## config.mk

```make
export PLATFORM = sky130hd
export DESIGN_NAME = mult_seq_sa
export DESIGN_NICKNAME = d
export VERILOG_FILES = /design/src/rtl/mult_seq_sa.sv
export SDC_FILE = /design/constraint.sdc
export NUM_CORES = 1
export LEC_CHECK = 0
export CORE_ASPECT_RATIO = 1.2
export CORE_MARGIN = 4
export CORE_UTILIZATION = 35
export CTS_BUF_LIST = sky130_fd_sc_hd__clkbuf_4 sky130_fd_sc_hd__clkbuf_8
export DETAILED_ROUTE_END_ITERATION = 6
export PLACE_DENSITY = 0.5
export SLEW_MARGIN = 20
export SYNTH_ARGS = -nofsm -noshare
export SYNTH_HDL_FRONTEND = slang
export SYNTH_SLANG_ARGS = --single-unit
export TNS_END_PERCENT = 10
```

## constraint.sdc

```tcl
create_clock -name clk -period 4.8 [get_ports clk]
set_input_delay 0.48 -clock clk [delete_from_list [all_inputs] [get_ports clk]]
set_output_delay 0.48 -clock clk [all_outputs]
set_load 0.005 [all_outputs]
```

## src/rtl/mult_seq_sa.sv

```systemverilog
`timescale 1ns/1ps
// mult_seq_sa: sequential shift-and-add multiplier (N-bit operands, 2N-bit product)
// with signed/unsigned mode and start/busy/done handshake. Define MULT_SEQ_EARLY_EXIT_EN to stop once B is zero.
module mult_seq_sa #(
    parameter int N = 8
) (
    input  logic           clk,
    input  logic           rst,
    input  logic           start,
    input  logic           signed_mode,
    input  logic [N-1:0]   a,
    input  logic [N-1:0]   b,
    output logic           busy,
    output logic           done,
    output logic [2*N-1:0] p
);
    localparam int CW = $clog2(N + 1);

    localparam logic [2:0] S_IDLE   = 3'd0;
    localparam logic [2:0] S_LOAD   = 3'd1;
    localparam logic [2:0] S_CHECK  = 3'd2;
    localparam logic [2:0] S_ADD    = 3'd3;
    localparam logic [2:0] S_SHIFT  = 3'd4;
    localparam logic [2:0] S_FINISH = 3'd5;

    localparam logic [CW-1:0] CNT_INIT = CW'(N);
    localparam logic [CW-1:0] CNT_ONE  = CW'(1);

    logic [2:0]     state_q, state_d;
    logic [2*N-1:0] a_q, a_d;
    logic [N-1:0]   b_q, b_d;
    logic [2*N-1:0] acc_q, acc_d;
    logic [CW-1:0]  cnt_q, cnt_d;
    logic           neg_q, neg_d;
    logic [2*N-1:0] p_q, p_d;

    logic [N-1:0]   a_mag;
    logic [N-1:0]   b_mag;
    logic           loop_exit;

    // Negating -2^(N-1) wraps back to 2^(N-1), which is the correct unsigned magnitude.
    assign a_mag = (signed_mode && a[N-1]) ? -a : a;
    assign b_mag = (signed_mode && b[N-1]) ? -b : b;

`ifdef MULT_SEQ_EARLY_EXIT_EN
    assign loop_exit = (cnt_q == '0) || (b_q == '0);
`else
    assign loop_exit = (cnt_q == '0);
`endif

    always_comb begin
        state_d = state_q;
        a_d     = a_q;
        b_d     = b_q;
        acc_d   = acc_q;
        cnt_d   = cnt_q;
        neg_d   = neg_q;
        p_d     = p_q;
        case (state_q)
            S_IDLE: begin
                if (start) begin
                    a_d     = {{N{1'b0}}, a_mag};
                    b_d     = b_mag;
                    neg_d   = signed_mode & (a[N-1] ^ b[N-1]);
                    state_d = S_LOAD;
                end
            end
            S_LOAD: begin
                acc_d   = '0;
                cnt_d   = CNT_INIT;
                state_d = S_CHECK;
            end
            S_CHECK: begin
                if (loop_exit) begin
                    p_d     = neg_q ? -acc_q : acc_q;
                    state_d = S_FINISH;
                end else if (b_q[0]) begin
                    state_d = S_ADD;
                end else begin
                    state_d = S_SHIFT;
                end
            end
            S_ADD: begin
                acc_d   = acc_q + a_q;
                state_d = S_SHIFT;
            end
            S_SHIFT: begin
                a_d     = a_q << 1;
                b_d     = b_q >> 1;
                cnt_d   = cnt_q - CNT_ONE;
                state_d = S_CHECK;
            end
            S_FINISH: begin
                state_d = S_IDLE;
            end
            default: begin
                state_d = S_IDLE;
            end
        endcase
    end

    always_ff @(posedge clk or posedge rst) begin
        if (rst) begin
            state_q <= S_IDLE;
            a_q     <= '0;
            b_q     <= '0;
            acc_q   <= '0;
            cnt_q   <= '0;
            neg_q   <= 1'b0;
            p_q     <= '0;
        end else begin
            state_q <= state_d;
            a_q     <= a_d;
            b_q     <= b_d;
            acc_q   <= acc_d;
            cnt_q   <= cnt_d;
            neg_q   <= neg_d;
            p_q     <= p_d;
        end
    end

    assign busy = (state_q != S_IDLE);
    assign done = (state_q == S_FINISH);
    assign p    = p_q;

endmodule

```

==> run metrics <==
status completed; fraction of layout cells with a size suffix above 1 7.11%; Detailed Route Iter0 Violations 137; Synth Warn # 0; GRT Resource Usage Total 15.2%; Pwr Total 2.45 mW; post-route fraction of the period consumed by the critical path 50.4%; most frequently used flop master after synthesis sky130_fd_sc_hd__dfrtp_1; Slew @ Worst Pin 0.902 ns; final hold violation count 0; antenna cell count 0; share of synthesized area occupied by flip-flops and latches 40.3%; combinational power share 44.2%; initial antenna violation count 0; Clk network pwr share 17.6%; data arrival at the endpoint of the critical path 1.94 ns; Slew headroom 39.8%; tightest hold margin 0.480 ns; placed insts 632; standard-cell rows 42; launching element type of the critical path register; fraction of synthesized cell area in xor and xnor cells 7.28%; # Max-Cap Violations 0; post-DP HPWL 7.09 mm; largest family of logic cells by synthesized area compound AO/OA/AOI/OAI gates; number of nets in the synthesized netlist 496; f_max 414 MHz; ports placed on the boundary 38; # clock sinks 64; die height 125 um; synth unique cells 63; Worst Setup End Kind primary output; count of buffers from port buffering 37; power per cell area 527 mW/mm2; leakage power 2.11 nW; Wirelength per Cell 14.4 um; number of flops mapped to enable cells by yosys 0; worst IR drop on VDD 0.160 mV; post-synthesis sequential element count 64; utilization after layout 42.0%; final estimated routing congestion in global placement 0.867; maximum net fanout on the critical path 15; worst min path class register to register; critical path required time 4.32 ns; non-filler instance count after layout 646; register share of total power 38.1%; share of cell area taken by muxes after synthesis 0.787%; vias in the first global route 3311; wire length of the first global-routing pass 16.2 mm; Critical Setup Path Class register to primary output; RSZ-0062 raised after global routing false; die footprint 0.0131 mm2; setup_tns 0 ns; switching power share of the total 40.9%; largest net degree at the start of global routing 42; Post-Route WL 9.32 mm; post-CTS resize count 0; clock tree from TritonCTS done; Core ar. 0.0111 mm2; count of H-tree levels built during CTS 3; internal power contribution 1.45 mW; Syn Std Cell Area 0.00397 mm2; Via-to-Cell Ratio 5.13; Clk pin slew, worst setup/hold paths 0.07 ns; number of remaining DRC errors 0; Synth Area in Compound Gates 21.7%; cell count after synthesis 455; final-report max-slew violation count 0; Clock Skews 0.00608 ns; Die W 105 um; router iterations before antenna repair 4; final worst path period need 2.42 ns; Async S/R FF share, synth 100%; synthesized area per cell 8.73 um2; Final Net Count 530; area delta synth->final 17.2%; clock tree buffer depth 2; starting utilization of the core area 35.8%; DRT antenna net count 0; Clk Latency, worst-skew pair 0.35 ns; final setup fails 0; Post-Synth Adder-Cell Area 6.80%; final global-route overflow total 0; simple-gate portion of the synthesized area 18.8%; hold buffer count at CTS 0; post-CTS setup buffer count 0; total CTS buffers 9; power dissipated by switching net loads 1.00 mW; root buffer cell sky130_fd_sc_hd__clkbuf_8; count of vias placed by the detailed router 3313
==> worst paths after layout <==
path                       slack (ns)                   start                    end  cells after the start
max reg2reg                      2.47   acc_q[11]$_DFFE_PP0P_  acc_q[15]$_DFFE_PP0P_                      7
max in group asynchronous        3.28                     rst   acc_q[5]$_DFFE_PP0P_                      3
max                              2.38  state_q[1]$_DFFE_PP0P_                   done                      4
min in group asynchronous        0.64                     rst       p[2]$_DFFE_PP0P_                      2
min reg2reg                      0.48        p[7]$_DFFE_PP0P_       p[7]$_DFFE_PP0P_                      2
min                              0.48        p[7]$_DFFE_PP0P_       p[7]$_DFFE_PP0P_                      2
==> final cells by class <==
class	instances	area (um2)
inverters	22	82.6
flip-flops and latches	64	1600
fillers	1151	6430
multi-input cells	352	2200
well taps	154	193
clock buffers	14	180
repair buffers	40	393
==> layout by cell type, fill, tap and decap left out, types with 12 or more instances in the layout <==
cell                              netlist  routed
sky130_fd_sc_hd__o21ai_0               21      21
sky130_fd_sc_hd__o31ai_1               12      12
sky130_fd_sc_hd__a21oi_1               21      21
sky130_fd_sc_hd__clkbuf_8               0      12
sky130_fd_sc_hd__o21ai_1               31      31
sky130_fd_sc_hd__xnor2_1               25      25
sky130_fd_sc_hd__dfrtp_1               64      64
sky130_fd_sc_hd__inv_1                 21      20
sky130_fd_sc_hd__ha_1                  20      20
sky130_fd_sc_hd__nand2_1               81      81
sky130_fd_sc_hd__clkdlybuf4s50_1        0      37
sky130_fd_sc_hd__nor2_1                21      21
sky130_fd_sc_hd__nand3_1               23      23
==> state kept, by name (all words and copies together) (netlist names) <==
signal	cells
state_q	3
b_q	8
cnt_q	4
acc_q	16
neg_q	1
a_q	16
p	16
==> power groups by stage <==
stage	registers [mW]	logic [mW]	clock network (mW)
2_1_floorplan	0.854	0.867	0
3_3_place_gp	0.944	1.10	0
3_5_place_dp	0.948	1.11	0
4_1_cts	0.939	1.11	0.443
5_1_grt	0.975	1.24	0.472
6_report	0.936	1.09	0.432
==> per-stage QoR <==
step,cell area (um2),setup WS [ns]
global route,4650,2.22
global placement,4470,2.47
floorplan,3970,2.72
finish,4650,2.38
CTS,4650,2.36
detailed placement,4470,2.46
==> Yosys cell counts, types with 2 or more instances <==
cell type,n,area [um2]
sky130_fd_sc_hd__dfrtp_1,64,1600
sky130_fd_sc_hd__a21boi_0,2,15.0
sky130_fd_sc_hd__a211oi_2,2,25.0
sky130_fd_sc_hd__ha_1,20,250
sky130_fd_sc_hd__o21ai_1,31,155
sky130_fd_sc_hd__nor2_1,21,78.8
sky130_fd_sc_hd__xor2_1,8,70.1
sky130_fd_sc_hd__nand4_1,2,12.5
sky130_fd_sc_hd__a221o_1,2,20.0
sky130_fd_sc_hd__a21oi_1,21,105
sky130_fd_sc_hd__o22ai_1,2,12.5
sky130_fd_sc_hd__mux2i_1,2,20.0
sky130_fd_sc_hd__buf_2,2,10.0
sky130_fd_sc_hd__a22o_1,2,17.5
sky130_fd_sc_hd__o21bai_1,3,22.5
sky130_fd_sc_hd__nand2_1,81,304
sky130_fd_sc_hd__a21o_1,5,37.5
sky130_fd_sc_hd__o31ai_1,12,90.1
sky130_fd_sc_hd__a211oi_1,2,15.0
sky130_fd_sc_hd__nand3_1,23,115
sky130_fd_sc_hd__o21ai_0,21,105
sky130_fd_sc_hd__inv_1,21,78.8
sky130_fd_sc_hd__nor3_1,8,40.0
sky130_fd_sc_hd__clkbuf_1,12,45.0
sky130_fd_sc_hd__nor2b_1,3,18.8
sky130_fd_sc_hd__xnor2_1,25,219
sky130_fd_sc_hd__or4_1,3,22.5
sky130_fd_sc_hd__a2111oi_0,2,17.5
sky130_fd_sc_hd__and2_1,2,12.5
sky130_fd_sc_hd__and3_1,4,25.0
sky130_fd_sc_hd__o41ai_1,2,17.5
sky130_fd_sc_hd__nand2b_1,2,12.5
sky130_fd_sc_hd__a31oi_1,3,18.8
sky130_fd_sc_hd__a22oi_1,11,82.6
==> layer usage <==
layer / global-route usage (%) / routed length (um) / up-vias
met3: 3.58 / 351 / 16
met5: 0 / 0 / -
met4: 6.25 / 216 / 0
li1: - / - / 1688
met1: 19.3 / 4240 / 1549
met2: 24.8 / 4510 / 60
==> cells by family (layout without fill, tap and decap cells) <==
group,after synthesis,in the layout
compound gates,133,133
buf+inv,39,76
mux,3,3
xor+xnor,33,33
flops,64,64
fa+ha+maj,21,21
simple gates,162,162
==> critical path, stage by stage, from the launching register on <==
cell and delay, ns:
sky130_fd_sc_hd__dfrtp_1 0.56, sky130_fd_sc_hd__inv_2 0.27, sky130_fd_sc_hd__nand2_1 0.14, sky130_fd_sc_hd__nor2_1 0.12
sky130_fd_sc_hd__clkdlybuf4s50_1 0.50
No activity file was read; power rests on OpenSTA's default activity.
